[src/rtl/mem_arbiter_if.sv]
// Bundle of the two requester ports and the memory-side signals of mem_arbiter.
// The slave modport is the arbiter's view; master is the environment's view.
interface mem_arbiter_if #(
    parameter int unsigned WORD_SIZE = 16,
    parameter int unsigned ADDR_SIZE = 16
) ();
    logic                 req0;
    logic                 we0;
    logic [ADDR_SIZE-1:0] addr0;
    logic [WORD_SIZE-1:0] wdata0;
    logic                 gnt0;
    logic                 rvalid0;
    logic [WORD_SIZE-1:0] rdata0;

    logic                 req1;
    logic                 we1;
    logic [ADDR_SIZE-1:0] addr1;
    logic [WORD_SIZE-1:0] wdata1;
    logic                 gnt1;
    logic                 rvalid1;
    logic [WORD_SIZE-1:0] rdata1;

    logic [ADDR_SIZE-1:0] mem_addr;
    logic [WORD_SIZE-1:0] mem_data_in;
    logic                 mem_we;
    logic                 mem_oe;
    logic [WORD_SIZE-1:0] mem_data_out;
    logic                 busy;

    modport slave (
        input  req0, we0, addr0, wdata0,
        input  req1, we1, addr1, wdata1,
        input  mem_data_out,
        output gnt0, rvalid0, rdata0,
        output gnt1, rvalid1, rdata1,
        output mem_addr, mem_data_in, mem_we, mem_oe, busy
    );

    modport master (
        output req0, we0, addr0, wdata0,
        output req1, we1, addr1, wdata1,
        output mem_data_out,
        input  gnt0, rvalid0, rdata0,
        input  gnt1, rvalid1, rdata1,
        input  mem_addr, mem_data_in, mem_we, mem_oe, busy
    );
endinterface

[src/rtl/mem_arbiter.sv]
// Two-port arbiter/sequencer in front of a single-port synchronous-read memory.
// Define MEM_ARB_RR_EN for round-robin arbitration; default is fixed priority (port 0 wins).
module mem_arbiter #(
    parameter int unsigned WORD_SIZE = 16,
    parameter int unsigned ADDR_SIZE = 16
) (
    input  logic          clk,
    input  logic          rst_n,
    mem_arbiter_if.slave  bus
);
    typedef enum logic [1:0] {IDLE, ACCESS, CAPTURE} state_t;

    state_t               state_q, state_d;
    logic                 port_q, port_d;
    logic                 gnt0_q, gnt0_d, gnt1_q, gnt1_d;
    logic                 rvalid0_q, rvalid0_d, rvalid1_q, rvalid1_d;
    logic [WORD_SIZE-1:0] rdata0_q, rdata0_d, rdata1_q, rdata1_d;
    logic [ADDR_SIZE-1:0] addr_q, addr_d;
    logic [WORD_SIZE-1:0] wdata_q, wdata_d;
    logic                 we_q, we_d, oe_q, oe_d, busy_q, busy_d;
    logic                 winner;
    logic                 sel_we;
    logic [ADDR_SIZE-1:0] sel_addr;
    logic [WORD_SIZE-1:0] sel_wdata;

`ifdef MEM_ARB_RR_EN
    logic                 last_q, last_d;

    // On a collision the port not granted last time wins.
    always_comb begin
        winner = bus.req1;
        if (bus.req0 && bus.req1) begin
            winner = ~last_q;
        end
    end
`else
    always_comb begin
        winner = ~bus.req0;
    end
`endif

    always_comb begin
        sel_we    = winner ? bus.we1    : bus.we0;
        sel_addr  = winner ? bus.addr1  : bus.addr0;
        sel_wdata = winner ? bus.wdata1 : bus.wdata0;
    end

    always_comb begin
        state_d   = state_q;
        port_d    = port_q;
        gnt0_d    = 1'b0;
        gnt1_d    = 1'b0;
        rvalid0_d = 1'b0;
        rvalid1_d = 1'b0;
        rdata0_d  = rdata0_q;
        rdata1_d  = rdata1_q;
        addr_d    = addr_q;
        wdata_d   = wdata_q;
        we_d      = 1'b0;
        oe_d      = 1'b0;
`ifdef MEM_ARB_RR_EN
        last_d    = last_q;
`endif
        case (state_q)
            IDLE: begin
                if (bus.req0 || bus.req1) begin
                    port_d  = winner;
                    addr_d  = sel_addr;
                    wdata_d = sel_wdata;
                    we_d    = sel_we;
                    oe_d    = ~sel_we;
                    gnt0_d  = ~winner;
                    gnt1_d  = winner;
                    state_d = ACCESS;
`ifdef MEM_ARB_RR_EN
                    last_d  = winner;
`endif
                end
            end
            // Memory samples at the end of this cycle; we/oe drop with the defaults.
            ACCESS: begin
                state_d = we_q ? IDLE : CAPTURE;
            end
            CAPTURE: begin
                if (port_q) begin
                    rdata1_d  = bus.mem_data_out;
                    rvalid1_d = 1'b1;
                end else begin
                    rdata0_d  = bus.mem_data_out;
                    rvalid0_d = 1'b1;
                end
                state_d = IDLE;
            end
            default: begin
                state_d = IDLE;
            end
        endcase
        busy_d = (state_d != IDLE);
    end

    always_ff @(posedge clk or negedge rst_n) begin
        if (!rst_n) begin
            state_q   <= IDLE;
            port_q    <= 1'b0;
            gnt0_q    <= 1'b0;
            gnt1_q    <= 1'b0;
            rvalid0_q <= 1'b0;
            rvalid1_q <= 1'b0;
            rdata0_q  <= '0;
            rdata1_q  <= '0;
            addr_q    <= '0;
            wdata_q   <= '0;
            we_q      <= 1'b0;
            oe_q      <= 1'b0;
            busy_q    <= 1'b0;
`ifdef MEM_ARB_RR_EN
            last_q    <= 1'b1;
`endif
        end else begin
            state_q   <= state_d;
            port_q    <= port_d;
            gnt0_q    <= gnt0_d;
            gnt1_q    <= gnt1_d;
            rvalid0_q <= rvalid0_d;
            rvalid1_q <= rvalid1_d;
            rdata0_q  <= rdata0_d;
            rdata1_q  <= rdata1_d;
            addr_q    <= addr_d;
            wdata_q   <= wdata_d;
            we_q      <= we_d;
            oe_q      <= oe_d;
            busy_q    <= busy_d;
`ifdef MEM_ARB_RR_EN
            last_q    <= last_d;
`endif
        end
    end

    assign bus.gnt0        = gnt0_q;
    assign bus.gnt1        = gnt1_q;
    assign bus.rvalid0     = rvalid0_q;
    assign bus.rvalid1     = rvalid1_q;
    assign bus.rdata0      = rdata0_q;
    assign bus.rdata1      = rdata1_q;
    assign bus.mem_addr    = addr_q;
    assign bus.mem_data_in = wdata_q;
    assign bus.mem_we      = we_q;
    assign bus.mem_oe      = oe_q;
    assign bus.busy        = busy_q;
endmodule

[src/flat_wrapper.sv]
// flat-port wrapper written by rule: the top's interface ports become plain ports
module mem_arbiter_flat 
#(
    parameter int unsigned WORD_SIZE = 16,
    parameter int unsigned ADDR_SIZE = 16
)
  (clk, rst_n, bus_req0, bus_we0, bus_addr0, bus_wdata0, bus_req1, bus_we1, bus_addr1, bus_wdata1, bus_mem_data_out, bus_gnt0, bus_rvalid0, bus_rdata0, bus_gnt1, bus_rvalid1, bus_rdata1, bus_mem_addr, bus_mem_data_in, bus_mem_we, bus_mem_oe, bus_busy);
  mem_arbiter_if #(.WORD_SIZE(WORD_SIZE), .ADDR_SIZE(ADDR_SIZE)) bus_i ();
  input  logic clk;
  input  logic rst_n;
  input wire logic [$bits(bus_i.req0)-1:0] bus_req0;
  input wire logic [$bits(bus_i.we0)-1:0] bus_we0;
  input wire logic [$bits(bus_i.addr0)-1:0] bus_addr0;
  input wire logic [$bits(bus_i.wdata0)-1:0] bus_wdata0;
  input wire logic [$bits(bus_i.req1)-1:0] bus_req1;
  input wire logic [$bits(bus_i.we1)-1:0] bus_we1;
  input wire logic [$bits(bus_i.addr1)-1:0] bus_addr1;
  input wire logic [$bits(bus_i.wdata1)-1:0] bus_wdata1;
  input wire logic [$bits(bus_i.mem_data_out)-1:0] bus_mem_data_out;
  output wire logic [$bits(bus_i.gnt0)-1:0] bus_gnt0;
  output wire logic [$bits(bus_i.rvalid0)-1:0] bus_rvalid0;
  output wire logic [$bits(bus_i.rdata0)-1:0] bus_rdata0;
  output wire logic [$bits(bus_i.gnt1)-1:0] bus_gnt1;
  output wire logic [$bits(bus_i.rvalid1)-1:0] bus_rvalid1;
  output wire logic [$bits(bus_i.rdata1)-1:0] bus_rdata1;
  output wire logic [$bits(bus_i.mem_addr)-1:0] bus_mem_addr;
  output wire logic [$bits(bus_i.mem_data_in)-1:0] bus_mem_data_in;
  output wire logic [$bits(bus_i.mem_we)-1:0] bus_mem_we;
  output wire logic [$bits(bus_i.mem_oe)-1:0] bus_mem_oe;
  output wire logic [$bits(bus_i.busy)-1:0] bus_busy;
  assign bus_i.req0 = bus_req0;
  assign bus_i.we0 = bus_we0;
  assign bus_i.addr0 = bus_addr0;
  assign bus_i.wdata0 = bus_wdata0;
  assign bus_i.req1 = bus_req1;
  assign bus_i.we1 = bus_we1;
  assign bus_i.addr1 = bus_addr1;
  assign bus_i.wdata1 = bus_wdata1;
  assign bus_i.mem_data_out = bus_mem_data_out;
  assign bus_gnt0 = bus_i.gnt0;
  assign bus_rvalid0 = bus_i.rvalid0;
  assign bus_rdata0 = bus_i.rdata0;
  assign bus_gnt1 = bus_i.gnt1;
  assign bus_rvalid1 = bus_i.rvalid1;
  assign bus_rdata1 = bus_i.rdata1;
  assign bus_mem_addr = bus_i.mem_addr;
  assign bus_mem_data_in = bus_i.mem_data_in;
  assign bus_mem_we = bus_i.mem_we;
  assign bus_mem_oe = bus_i.mem_oe;
  assign bus_busy = bus_i.busy;
  mem_arbiter #(.WORD_SIZE(WORD_SIZE), .ADDR_SIZE(ADDR_SIZE)) u_core (.clk(clk), .rst_n(rst_n), .bus(bus_i));
endmodule
[config.mk]
export PLATFORM = sky130hd
export DESIGN_NAME = mem_arbiter_flat
export DESIGN_NICKNAME = d
export VERILOG_FILES = /design/src/rtl/mem_arbiter_if.sv /design/src/rtl/mem_arbiter.sv /design/src/flat_wrapper.sv
export SDC_FILE = /design/constraint.sdc
export NUM_CORES = 1
export LEC_CHECK = 0
export BUFFER_PORTS_ARGS = -buffer_cell sky130_fd_sc_hd__clkbuf_2
export CORE_AREA = 2 2 94 96
export DETAILED_ROUTE_END_ITERATION = 16
export DIE_AREA = 0 0 96 98
export MAX_ROUTING_LAYER = met4
export PLACE_DENSITY = 0.68
export SYNTH_ARGS = -nofsm -noshare
export SYNTH_HDL_FRONTEND = slang
export SYNTH_SLANG_ARGS = --single-unit
[constraint.sdc]
create_clock -name clk -period 1.6 [get_ports clk]
set_input_delay 0.24 -clock clk [delete_from_list [all_inputs] [get_ports clk]]
set_output_delay 0.24 -clock clk [all_outputs]
set_load 0.01 [all_outputs]
Yosys cells after proc, flatten, opt, wreduce, memory -nomap -nowiden
Cells that the tools add are included.
{ "totals": {"ff_bits": 74} }
{ "op_classes": {"n_reduce_logical": 6, "n_eq_ne": 2, "n_bitwise": 3, "muxes": 18} }
{ "ops": {"columns": ["cell", "n"], "rows": [
  ["16-bit 2-to-1 mux", 2],
  ["1-bit 2-to-1 mux", 13],
  ["2-bit AND reduction", 3],
  ["2-bit 2-to-1 mux", 2],
  ["2-bit case mux with 2 select lines", 1],
  ["1-bit inverter", 3],
  ["2-bit by 1-bit equality test with 1-bit output, second input constant", 1],
  ["2-bit equality test, second input constant", 1],
  ["2-bit logical NOT", 1],
  ["2-bit nonzero test", 1],
  ["1-bit logical OR", 1]
]} }

Logic depth before layout (Yosys ltp)
{ "logic_depth": {"depth_word": 4, "depth_mapped": 5, "depth_no_buf": 4} }

Worst setup path after synthesis
Ideal clock, no wire load.
{ "synth_timing": {"path_kind": "register to register", "startpoint": "register u_core.state_q[0]", "endpoint": "register u_core.addr_q[10], in the netlist u_core.bus.mem_addr[10]", "period_less_slack_ps": 1412, "n_path_buf": 1, "stages_incl_launch_ff": 6, "setup_slack_ps": 188, "setup_time_ps": 125, "arrival_time_ps": 1287, "path_cell_list": "dfrtp_1 > nor2_1 > o21ai_2 > inv_2 > buf_6 > mux2_2"} }
{ "synth_between": {"elab_chain_len": 2} }
{ "synth_rtl": {"columns": ["element", "line", "text"], "rows": [
  ["from (decl)", "mem_arbiter.sv:13", "state_t state_q, state_d;"],
  ["from (signal assigned)", "mem_arbiter.sv:120", "state_q <= state_d;"],
  ["2-bit logical NOT", "mem_arbiter.sv:64", "case (state_q)"],
  ["2-bit AND reduction (no source line)", null, null],
  ["to (signal assigned)", "mem_arbiter.sv:128", "addr_q <= addr_d;"],
  ["to (decl)", "mem_arbiter.sv:18", "logic [ADDR_SIZE-1:0] addr_q, addr_d;"]
]} }
Every way passes these cells.
A chain may end at the register's enable or synchronous reset.

Worst setup path in the final report
{ "layout_timing": {"startpoint": "register u_core.state_q[1]", "endpoint": "register u_core.addr_q[12], in the netlist u_core.bus.mem_addr[12]"} }
The elaborated chain is that of the path after synthesis.

==> run_results.csv <==
group,metric,value,unit
critical_path,r2r_end,"u_core.bus.mem_addr[12]$_DFFE_PN0P_",
critical_path,cp_max_fo,26,
layout,nets,446,
critical_path,crit_path_top_delay_cell,"dfrtp_1",
synthesis,synth.cell_area,3160,µm²
place,dp_hpwl,5090,µm
synthesis,yosysSeqAreaShare,0.586,
power_and_ir_drop,p_sw,2.64,mW
power_and_ir_drop,p_per_area,1910,nW/µm²
sta,fmax,660,MHz
min_path,hold_depth,2,
layout,final_common_cell,"clkbuf_2",
route,ant_nets,0,
sta,layout_min_cycle_time,1.52,ns
synthesis,synthTopCellsByArea,"dfrtp_1 59%, mux2_2 31%, mux2_4 4.3%",
critical_path,worstPathCellList,"nor2_1 > o21ai_2 > inv_2 > buf_12 > mux2_2",
route,via_count,2201,
critical_path,max_stage_delay,0.45,ns
sta,hold_viol,0,
sta,slew_violations,0,
run_status,status,"completed",
floorplanning,initial_utilization,0.373,
clock_network,htreeDepth,3,
clock_network,root_buffer,"clkbuf_8",
critical_path,end_kind,"flip-flop",
synthesis,synth-seq-cells,74,
synthesis,synth_warnings,0,
min_path,hold_class,"input port to flip-flop",
sta,skew,0.00782,ns
floorplanning,dieArea,9410,µm²
sta,setup_viol,0,
clock_network,numCtsBuffers,9,
min_path,whs_endpoint,"u_core.bus.rdata0[6]$_DFFE_PN0P_",
floorplanning,dieHeight,98,µm
synthesis,syn_area_per_cell,16.3,µm²
critical_path,crit_type,"flip-flop to flip-flop",
floorplanning,coreArea,8470,µm²
job,drv_cap,0,
sta,timing.hold.ws,0.140,ns
power_and_ir_drop,pwr-share-comb,0.402,
sta,rsz0062_at_grt,"false",
route,avgViaCountPerCell,4.65,
clock_network,clkLatencyLatePin,0.34,ns
place,gp_congestion,0.750,
power_and_ir_drop,total_power,8.28,mW
critical_path,critPathArrivalTime,1.74,ns
grt,grt_max_degree,36,
power_and_ir_drop,swShare,0.319,
clock_network,cts_buffer_depth,2,
power_and_ir_drop,pwr-share-clk,0.198,
sta,tns,0,ns
sta,period_share,0.948,
critical_path,reg2reg_setup_slack,0.08,ns
grt,grt_first_pass_wirelength,10800,µm
layout,mostFrequentLayoutCells,"155 x clkbuf_2, 87 x mux2_2, 74 x dfrtp_1",
layout,drive_above_1_share,0.762,
route,wl_per_cell,14.1,µm
critical_path,rr_startpoint,"u_core.state_q[1]$_DFF_PN0_",
layout,fill_cells,778,
critical_path,worst_setup_path_start_kind,"flip-flop",
place,port_buffers,156,
route,routed_wl,6670,µm
min_path,min_from,"bus_mem_data_out[6]",
synthesis,synth_top_cell_area_share,0.586,
critical_path,critPathTopFamily,"flip-flops",
critical_path,crit_buf_inv,2,
layout,antenna_cells,0,
power_and_ir_drop,p_leak,2.17,nW
route,route.detailed.drc,0,
synthesis,synth_nets,280,
layout,finish.instance_area,4340,µm²
grt,grt.overflow.total,0,
place,dpl_cell_area,4100,µm²
clock_network,clock-sinks,74,
grt,grt_use_total,0.154,
floorplanning,die_x,96,µm
synthesis,synthDistinctLibCells,19,
critical_path,worst_r2r_path_depth,5,
sta,slew_headroom,0.767,
floorplanning,io-pin-count,157,
grt,antenna_found_initial,0,
power_and_ir_drop,vdd_drop_max,0.785,mV
synthesis,synth_cells,194,
clock_network,cts_tree,"yes",
floorplanning,core.rowCount,34,
route,drtIter0Drc,19,
grt,grt_pass1_vias,2345,
route,first_pass_iters,5,
clock_network,postCtsSetupRepairBufs,0,
sta,tightest_slew,0.349,ns
clock_network,cts.clk_slew.worst_paths,0.08,ns
synthesis,yosysTopAreaCell,"dfrtp_1",
power_and_ir_drop,internal_power,5.64,mW
power_and_ir_drop,p_seq_frac,0.400,
layout,syn_to_final_growth,37.4,%
critical_path,cp.required,1.83,ns
## Yosys cell counts
cell	count
buf_12	1
inv_2	1
nor2_1	3
nand3b_2	1
a21oi_1	1
nor3b_1	1
o21ai_2	1
mux2_4	9
dfrtp_1	74
inv_1	1
and2_1	2
buf_6	4
nand2b_1	1
buf_4	1
mux2_2	87
buf_2	3
nor4b_1	1
mux2i_1	1
nor3b_4	1
## what timing repair did
item | 4_1_cts | 5_1_grt
gates resized for setup | 0 | 1
endpoints found under the setup margin | 0 | 4
hold buffers | 1 | 0
hold endpoints to repair | 23 | 0
## power by group through the flow
| stage | combinational [mW] | sequential [mW] | clock (mW) |
|---|---|---|---|
| floorplan | 1.66 | 3.72 | 0 |
| global placement | 3.33 | 3.32 | 0 |
| detailed placement | 3.40 | 3.35 | 0 |
| CTS | 3.41 | 3.31 | 1.69 |
| global route | 3.63 | 3.44 | 1.77 |
| finish | 3.33 | 3.31 | 1.64 |
## routing by layer
| layer | up-vias | part of all wire | global-route usage | wire, µm |
|---|---|---|---|---|
| met5 | - | 0 | - | 0 |
| met4 | 0 | 0.019 | 0.0637 | 126 |
| met3 | 10 | 0.064 | 0.0478 | 424 |
| met2 | 89 | 0.51 | 0.256 | 3440 |
| met1 | 1078 | 0.40 | 0.168 | 2690 |
| li1 | 1024 | - | - | - |
## kinds of logic after synthesis
group                  share of synthesized area
AND/OR/NAND/NOR                           0.0241
buffers and inverters                     0.0301
AO/OA/AOI/OAI                            0.00435
flip-flops                                 0.586
multiplexers                               0.356
## worst max path at each step
stage | startpoint | endpoint | slack [ns] | depth (start not counted)
2_1_floorplan | u_core.state_q[0]$_DFF_PN0_ | u_core.bus.mem_addr[10]$_DFFE_PN0P_ | 0.19 | 5
3_3_place_gp | u_core.state_q[0]$_DFF_PN0_ | u_core.bus.rdata1[4]$_DFFE_PN0P_ | 0.1 | 2
3_5_place_dp | u_core.state_q[0]$_DFF_PN0_ | u_core.bus.rdata1[3]$_DFFE_PN0P_ | 0.04 | 2
4_1_cts | u_core.state_q[0]$_DFF_PN0_ | u_core.bus.rdata1[15]$_DFFE_PN0P_ | 0.05 | 2
5_1_grt | u_core.state_q[1]$_DFF_PN0_ | u_core.bus.mem_addr[15]$_DFFE_PN0P_ | 0.002 | 5
6_report | u_core.state_q[1]$_DFF_PN0_ | u_core.bus.mem_addr[12]$_DFFE_PN0P_ | 0.08 | 5
## cell type report
cell class	instances	area, µm²	area share
Clock buffer	12	155	0.0357
Inverter	2	7.51	0.00173
Tap cell	108	135	0.0311
Multi-Input combinational cell	109	1220	0.282
Sequential cell	74	1850	0.426
Clock inverter	4	73.8	0.0170
Timing Repair Buffer	164	896	0.206
## per-stage QoR
step | setup WS, ns | std cells | utilization
2_1_floorplan | 0.188 | 194 | -
3_3_place_gp | 0.0994 | 456 | 0.484
3_5_place_dp | 0.0441 | 456 | 0.484
4_1_cts | 0.0451 | 473 | 0.512
5_1_grt | 0.00207 | 473 | 0.513
6_report | 0.0838 | 473 | 0.513
## flip-flops by register name (all words and copies together), names as in the netlist, 2 cells and up
name,flops
u_core.bus.mem_addr,16
u_core.bus.rdata1,16
u_core.bus.mem_data_in,16
u_core.state_q,2
u_core.bus.rdata0,16
Power figures use the tool's default switching activity.
